--- src/rtl/adder_pkg.sv ---
// Shared sizing helpers for the sliced, pipelined adder.
// chunks_fit() is evaluated at elaboration by the top to reject illegal slicings.
package adder_pkg;

   localparam int DEFAULT_CHUNK = 4;

   function automatic int chunk_count(input int width, input int chunk);
      return (chunk > 0) ? (width / chunk) : 1;
   endfunction

   function automatic bit chunks_fit(input int width, input int chunk);
      return (chunk >= 1) && (width >= chunk) && ((width % chunk) == 0);
   endfunction

endpackage

--- src/rtl/pipe_adder_stage.sv ---
// Combinational CHUNK-bit ripple-carry slice; no state, zero latency, no flow control.
// c_msb_in exposes the carry into the slice MSB so the top slice can derive signed overflow.
module pipe_adder_stage
   import adder_pkg::*;
#(
   parameter int CHUNK = DEFAULT_CHUNK
)(
   input  logic [CHUNK-1:0] x,
   input  logic [CHUNK-1:0] y,
   input  logic             ci,
   output logic [CHUNK-1:0] sum,
   output logic             co,
   output logic             c_msb_in
);

   logic [CHUNK:0] w_c;

   assign w_c[0] = ci;

   for (genvar i = 0; i < CHUNK; i++) begin : g_fa
      assign sum[i]   = x[i] ^ y[i] ^ w_c[i];
      assign w_c[i+1] = (x[i] & y[i]) | (w_c[i] & (x[i] ^ y[i]));
   end

   assign co       = w_c[CHUNK];
   assign c_msb_in = w_c[CHUNK-1];

endmodule

--- src/rtl/pipelined_adder.sv ---
// WIDTH-bit add/subtract split into CHUNK-bit slices, one register stage per slice; latency NUM_STAGES.
// Full throughput; a stalled output (out_valid & ~out_ready) freezes every stage and drops in_ready.
module pipelined_adder
   import adder_pkg::*;
#(
   parameter int WIDTH = 16,
   parameter int CHUNK = DEFAULT_CHUNK
)(
   input  logic             clk,
   input  logic             reset,
   input  logic             in_valid,
   output logic             in_ready,
   input  logic [WIDTH-1:0] a,
   input  logic [WIDTH-1:0] b,
   input  logic             c_in,
   input  logic             sub,
   output logic             out_valid,
   input  logic             out_ready,
   output logic [WIDTH-1:0] s,
   output logic             c_out,
   output logic             ovf
);

   localparam int NUM_STAGES = chunk_count(WIDTH, CHUNK);

   if (!chunks_fit(WIDTH, CHUNK)) begin : g_bad_params
      $error("pipelined_adder: WIDTH must be a positive multiple of CHUNK");
   end

   logic             w_stall;
   logic [WIDTH-1:0] w_b_eff;
   logic             w_ld   [NUM_STAGES];
   logic             r_vld  [NUM_STAGES];
   logic             r_c    [NUM_STAGES];
   logic [CHUNK-1:0] r_sum  [NUM_STAGES];
   logic [CHUNK-1:0] w_x    [NUM_STAGES];
   logic [CHUNK-1:0] w_y    [NUM_STAGES];
   logic [CHUNK-1:0] w_sum  [NUM_STAGES];
   logic             w_ci   [NUM_STAGES];
   logic             w_co   [NUM_STAGES];
   logic             w_cmsb [NUM_STAGES];
   logic             r_ovf;

   assign out_valid = r_vld[NUM_STAGES-1];
   assign w_stall   = out_valid & ~out_ready;
   assign in_ready  = ~w_stall;
   assign w_b_eff   = b ^ {WIDTH{sub}};

   // w_ld[k]: stage k (and every skew/deskew register aligned with it) captures this edge
   always_comb begin
      for (int k = 0; k < NUM_STAGES; k++) begin
         w_ld[k] = 1'b0;
      end
      w_ld[0] = in_valid & ~w_stall;
      for (int k = 1; k < NUM_STAGES; k++) begin
         w_ld[k] = r_vld[k-1] & ~w_stall;
      end
   end

   always_ff @(posedge clk) begin
      if (reset) begin
         for (int k = 0; k < NUM_STAGES; k++) begin
            r_vld[k] <= 1'b0;
         end
      end else if (!w_stall) begin
         r_vld[0] <= in_valid;
         for (int k = 1; k < NUM_STAGES; k++) begin
            r_vld[k] <= r_vld[k-1];
         end
      end
   end

   for (genvar k = 0; k < NUM_STAGES; k++) begin : g_stage
      if (k == 0) begin : g_cin
         assign w_ci[k] = c_in;
      end else begin : g_cchain
         assign w_ci[k] = r_c[k-1];
      end

      pipe_adder_stage #(.CHUNK(CHUNK)) u_stage (
         .x        (w_x[k]),
         .y        (w_y[k]),
         .ci       (w_ci[k]),
         .sum      (w_sum[k]),
         .co       (w_co[k]),
         .c_msb_in (w_cmsb[k])
      );

      always_ff @(posedge clk) begin
         if (reset) begin
            r_sum[k] <= '0;
            r_c[k]   <= 1'b0;
         end else if (w_ld[k]) begin
            r_sum[k] <= w_sum[k];
            r_c[k]   <= w_co[k];
         end
      end
   end

   for (genvar j = 0; j < NUM_STAGES; j++) begin : g_slice
      // Operand slice j rides j skew registers so it meets its carry at stage j
      if (j == 0) begin : g_direct
         assign w_x[j] = a[CHUNK-1:0];
         assign w_y[j] = w_b_eff[CHUNK-1:0];
      end else begin : g_skew
         logic [2*CHUNK-1:0] r_skw [j];

         always_ff @(posedge clk) begin
            if (reset) begin
               for (int i = 0; i < j; i++) begin
                  r_skw[i] <= '0;
               end
            end else begin
               if (w_ld[0]) begin
                  r_skw[0] <= {a[j*CHUNK +: CHUNK], w_b_eff[j*CHUNK +: CHUNK]};
               end
               for (int i = 1; i < j; i++) begin
                  if (w_ld[i]) begin
                     r_skw[i] <= r_skw[i-1];
                  end
               end
            end
         end

         assign {w_x[j], w_y[j]} = r_skw[j-1];
      end

      if (j == NUM_STAGES - 1) begin : g_top_slice
         assign s[j*CHUNK +: CHUNK] = r_sum[j];
      end else begin : g_deskew
         logic [CHUNK-1:0] r_dsk [NUM_STAGES-1-j];

         always_ff @(posedge clk) begin
            if (reset) begin
               for (int m = 0; m < NUM_STAGES - 1 - j; m++) begin
                  r_dsk[m] <= '0;
               end
            end else begin
               if (w_ld[j+1]) begin
                  r_dsk[0] <= r_sum[j];
               end
               for (int m = 1; m < NUM_STAGES - 1 - j; m++) begin
                  if (w_ld[j+1+m]) begin
                     r_dsk[m] <= r_dsk[m-1];
                  end
               end
            end
         end

         assign s[j*CHUNK +: CHUNK] = r_dsk[NUM_STAGES-2-j];
      end
   end

   always_ff @(posedge clk) begin
      if (reset) begin
         r_ovf <= 1'b0;
      end else if (w_ld[NUM_STAGES-1]) begin
         r_ovf <= w_cmsb[NUM_STAGES-1] ^ w_co[NUM_STAGES-1];
      end
   end

   assign c_out = r_c[NUM_STAGES-1];
   assign ovf   = r_ovf;

endmodule

--- config.mk ---
export PLATFORM = sky130hd
export DESIGN_NAME = pipelined_adder
export DESIGN_NICKNAME = d
export VERILOG_FILES = /design/src/rtl/adder_pkg.sv /design/src/rtl/pipe_adder_stage.sv /design/src/rtl/pipelined_adder.sv
export SDC_FILE = /design/constraint.sdc
export NUM_CORES = 1
export LEC_CHECK = 0
export CAP_MARGIN = 0
export CORE_ASPECT_RATIO = 0.75
export CORE_MARGIN = 5
export CORE_UTILIZATION = 59
export CTS_CLUSTER_DIAMETER = 80
export DETAILED_ROUTE_END_ITERATION = 16
export PLACE_DENSITY_LB_ADDON = 0.08
export SLEW_MARGIN = 20
export SYNTH_ARGS = -nofsm -noshare
export SYNTH_HDL_FRONTEND = slang
export SYNTH_HIERARCHICAL = 1
export SYNTH_SLANG_ARGS = --single-unit
--- constraint.sdc ---
create_clock -name clk -period 6.25 [get_ports clk]
set_input_delay 1.25 -clock clk [delete_from_list [all_inputs] [get_ports clk]]
set_output_delay 1.25 -clock clk [all_outputs]
set_load 0.05 [all_outputs]
* Yosys cells after proc, flatten, opt, wreduce, memory -nomap -nowiden
Memories as Yosys holds them, arrays and structs flattened. Cells that the tools add are included.
Storage, ports and cells: register bits after elaboration 1, RAM bits 96, output and inout port bits 20, memories 9
Operators by class: mux-type cells 43, bitwise logic cells 111, reductions and logical operators 2
Memory list:
- g_slice[3].g_skew.r_skw | words 3, width 8, read ports 3, clocked after Yosys merged registers in 0, write ports 3, line pipelined_adder.sv:106 | logic [2*CHUNK-1:0] r_skw [j];
- g_slice[2].g_skew.r_skw | words 2, width 8, read ports 2, clocked after Yosys merged registers in 0, write ports 2, line pipelined_adder.sv:106
- r_sum | words 4, width 4, read ports 4, clocked after Yosys merged registers in 0, write ports 4, line pipelined_adder.sv:35 | logic [CHUNK-1:0] r_sum [NUM_STAGES];
- g_slice[0].g_deskew.r_dsk | words 3, width 4, read ports 3, clocked after Yosys merged registers in 0, write ports 3, line pipelined_adder.sv:131 | logic [CHUNK-1:0] r_dsk [NUM_STAGES-1-j];
- g_slice[1].g_deskew.r_dsk | words 2, width 4, read ports 2, clocked after Yosys merged registers in 0, write ports 2, line pipelined_adder.sv:131
- g_slice[1].g_skew.r_skw | words 1, width 8, read ports 1, clocked after Yosys merged registers in 0, write ports 1, line pipelined_adder.sv:106
- 3 more memories
Operator list (count):
- 2-to-1 mux 8 bit | 6
- 2-to-1 mux 4 bit | 10
- OR 1 bit | 38
- bitwise AND 1 bit | 37
- XOR 1 bit | 33
- 2-to-1 mux 1 bit | 27
- XOR 16 bit | 1
- OR reduction 8 bit | 1
- OR reduction 4 bit | 1
- NOT 1 bit | 2

* Longest topological paths before layout
depth in word-level cells 11, gate-level depth with buffers 10

* Hierarchy
Netlist, hierarchy kept.
By module, submodules not included:
- pipelined_adder | instances 1, cells each 255, area each 3933.8 µm²
- pipe_adder_stage | instances 4, cells each 12, area each 110.1 µm²

* Worst setup path after synthesis
OpenSTA, ideal clock, no wires.
path kind input port to flip-flop, from input sub, to memory r_sum[0][3] (netlist bit), data pin, library setup time 0.255 ns, data arrival time 3.294 ns, data required time 5.995 ns, slack 2.701 ns, cell stages on the path 10, buffers on the path 2, cell sequence buf_4 > buf_6 > xor2_1 > fa_1 > inv_1 > fa_1 > fa_1 > inv_1 > fa_1 > and2_1
RTL lines:
- start: declaration | line pipelined_adder.sv:16 | input logic sub,
- end: declaration | line pipelined_adder.sv:35

* Worst setup path in the final report
from input out_ready, to output in_ready
Between the ends: cells in the longest elaborated chain, start to end 3
RTL lines:
- start: declaration | line pipelined_adder.sv:18 | input logic out_ready,
- NOT 1 bit | line pipelined_adder.sv:45 | assign w_stall = out_valid & ~out_ready;
- bitwise AND 1 bit | line pipelined_adder.sv:45
- NOT 1 bit | line pipelined_adder.sv:46 | assign in_ready = ~w_stall;
- end: declaration | line pipelined_adder.sv:12 | output logic in_ready,
No other way between the ends.

==> implementation parameters <==
Parameter                              Value

Yosys
  Count of different cell masters after synthesis ... 25
  YS warnings ... 6
  Mapped Avg Cell Area ... 14.4 sq um
  Syn nets ... about 360
  Number of register bits inferred by synthesis ... 97
  Post-Synthesis Cell Area ... roughly 4400 sq um
  Sequential cell area fraction in the yosys report ... 66.4%
  Cells after synthesis ... 303

Clock tree
  H-tree Lvls ... 3
  Clock tree from TritonCTS ... yes
  Clk buf depth ... 2
  Number of buffers created by CTS ... 9
  Skew-Pair Late Insertion Delay ... approximately 0.35 ns
  Clk Tree Root Cell ... sky130_fd_sc_hd__clkbuf_8
  Post-CTS Resized ... 0
  Number of setup buffers added after CTS ... 0
  Clock-pin slew reported for the worst setup and hold paths after clock tree synthesis ... 0.09 ns
  Sinks on Clock Net ... 97
  Count of hold buffers inserted by post-cts repair ... 0

Pwr
  Switching share of power ... 23.3%
  Int Pwr ... 0.979 mW
  Sequential group share of total power ... 61.4%
  Reported leakage power ... 1.99 nW
  Power density over the cells ... 250 nW/um^2
  Part of the power in combinational logic ... between 10 and 15%
  Final total power ... 1.28 mW
  Switching power summed over all nets ... between 0.2 and 0.3 mW
  Clock share of power ... 26.1%
  Max rail drop VDD ... around 130 uV

Detailed routing
  Detail Route met2 WL ... 2690 um
  Highest signal layer in the routed design ... met4
  Drt pass-1 iters ... 4
  Met1 wire length ... 2610 um
  Via Count ... 2,137
  Antenna-violating nets left ... 0
  Average routed wire per standard cell ... roughly 13 um
  Overall routed net length ... 5800 um
  Number of vias per cell after detailed routing ... approximately 4.7
  Sum of met3 wire segment lengths after detailed routing ... 436 um
  Remaining DRCs ... 0
  Violation count after the first detailed-routing iteration ... 80

Place
  IO Port Bufs ... 57
  Detail Placement HPWL ... about 4600 um
  Count of placed standard cells including taps ... 443
  Final weighted congestion of routability-driven global placement ... 0.768

Floorplanning
  Top-level port count ... 58
  Core box area ... around 7300 sq um
  X dimension of the die ... between 100 and 150 um
  Die H ... 84.6 um
  Row Count ... 27
  Starting utilization of the core area ... 59.9%
  Die outline area ... 9250 sq um

Layout
  Share of cells above drive strength 1 ... 6.15%
  Most frequent cells in the layout ... 96 x sky130_fd_sc_hd__edfxtp_1, 80 x sky130_fd_sc_hd__and2_1, 57 x sky130_fd_sc_hd__clkdlybuf4s50_1, 34 x sky130_fd_sc_hd__inv_1, 16 x sky130_fd_sc_hd__fa_1
  Total inserted antenna cells ... 0
  Utilization after layout ... 70.0%
  Commonest non-fill, non-tap cell in the layout ... sky130_fd_sc_hd__edfxtp_1
  Final-stage net count ... 407
  Post-route non-filler standard cell count ... 459
  Area added between synthesis and finish ... 16.8%

Critical path
  Critical path endpoint category ... output pin
  Worst-path maximum fanout ... 14
  CP startpoint ... out_ready
  Cells on worst reg2reg path ... 7
  Reg-to-reg critical path endpoint ... r_sum[3][3]
  Critical Path RT ... 5.00 ns
  Critical path type ... input port to output pin
  Reg-to-reg critical path startpoint ... g_slice[3].g_skew.r_skw[0][16]
  Crit path launch type ... input port
  Reg2reg setup slack ... 3.94 ns
  Arrival time of the worst setup path ... ~3.0 ns

Global routing
  Pin count of the biggest net entering global routing ... 26
  Aggregate global-route resource usage ... between 10% and 20%
  Global-route wire length before repair ... slightly above 10,000 um
  Initial antenna violation count ... 0
  Number of global-route vias before repair ... between 2,000 and 2,500
  Grt total ovfl ... 0

STA
  Ratio of final minimum period to clock period ... 67.8%
  Endpoints failing hold ... 0
  Unrepaired setup endpoints after global routing ... false
  Highest clock rate ... between 200 and 250 MHz
  Setup tns final ... 0 ns
  Final Max Tran Viols ... 0
  Largest clock skew in the final design ... between 0.009 and 0.01 ns
  Worst-case headroom to the max-slew limit ... 36.4%
  Clock period minus worst slack ... ~4.2 ns
  Worst-margin pin slew ... 0.952 ns
  Number of setup violations in the final report ... 0

Min path
  Worst Hold Path Cells ... 1
  Worst Hold Class ... register to register
  WHS Endpoint ... g_slice[1].g_deskew.r_dsk[0][4]
  Launch point of the worst hold path ... g_slice[1].g_deskew.r_dsk[0][0]

Status
  Result of the run ... finished clean

Run
  Max-cap viol count ... 0
-- area by class of cell --
cell class | instances | area, sq um
repair buffers | 57 | 571
inverters | 35 | 131
fillers | 544 | 2190
well taps | 101 | 126
multi-input cells | 153 | 1220
clock buffers | 10 | 128
clock inverters | 6 | 35.0
flip-flops and latches | 97 | 2900
-- worst max-delay path, cell delays in order --
cell                              delay, ns
sky130_fd_sc_hd__clkdlybuf4s50_1       0.45
sky130_fd_sc_hd__nor2b_4               0.37
sky130_fd_sc_hd__inv_2                 0.18
sky130_fd_sc_hd__clkdlybuf4s50_1       0.74
-- sequential cells by signal, summed over array words and instances (netlist names) --
register                count
r_c                         4
ovf                         1
r_sum                      16
g_slice.g_skew.r_skw       48
r_vld                       4
g_slice.g_deskew.r_dsk     24
-- synth_stat cells (all sizes together) --
master / instances / area [sq um]
edfxtp: 96 / 2880
and2: 80 / 500
inv: 35 / 131
fa: 16 / 320
nand2: 14 / 52.6
buf: 13 / 100
xnor2: 12 / 105
nor4: 8 / 50.1
nor2: 6 / 25.0
nor3: 6 / 61.3
clkbuf: 5 / 23.8
xor2: 5 / 43.8
and3: 3 / 23.8
a32o: 1 / 10.0
dfxtp: 1 / 20.0
nand3: 1 / 10.0
nor2b: 1 / 13.8
-- worst max path at each step --
stage                     slack (ns)  cells after the start           to
after floorplan                 2.70                     10  r_sum[0][3]
after global placement          1.90                      9  r_sum[0][3]
after detailed placement        1.82                      9  r_sum[0][3]
after CTS                       2.00                      4     in_ready
after global routing            1.95                      4     in_ready
final                           2.01                      4     in_ready
-- logic make-up after synthesis --
| kind of cell | share of synthesized area, % |
|---|---|
| AO/OA/AOI/OAI | 0.229 |
| buffers and inverters | 5.83 |
| adder cells (fa/ha/maj) | 7.32 |
| AND/OR/NAND/NOR | 16.8 |
| XOR/XNOR | 3.40 |
| flip-flops | 66.4 |
-- metrics by stage --
| stage | cell area [sq um] | hold WS, ns | setup WS, ns |
|---|---|---|---|
| after floorplan | 4370 | 0.497 | 2.70 |
| after global placement | 4950 | 0.489 | 1.90 |
| after detailed placement | 4950 | 0.506 | 1.82 |
| after CTS | 5110 | 0.522 | 2.00 |
| after global routing | 5110 | 0.535 | 1.95 |
| final | 5110 | 0.514 | 2.01 |
-- per-layer routing --
layer  track usage [%]  vias to the layer above
li1                  -                     1093
met3              5.30                        7
met1              19.5                      970
met4              3.74                        0
met2              21.6                       67
met5                 0                        -
-- power by group through the flow --
stage | clock network (mW) | registers, mW | logic (mW)
2_1_floorplan | 0 | 0.807 | 0.0979
3_3_place_gp | 0 | 0.797 | 0.159
3_5_place_dp | 0 | 0.799 | 0.164
4_1_cts | 0.345 | 0.784 | 0.164
5_1_grt | 0.371 | 0.788 | 0.183
6_report | 0.333 | 0.783 | 0.160
Power figures use the tool's default switching activity.
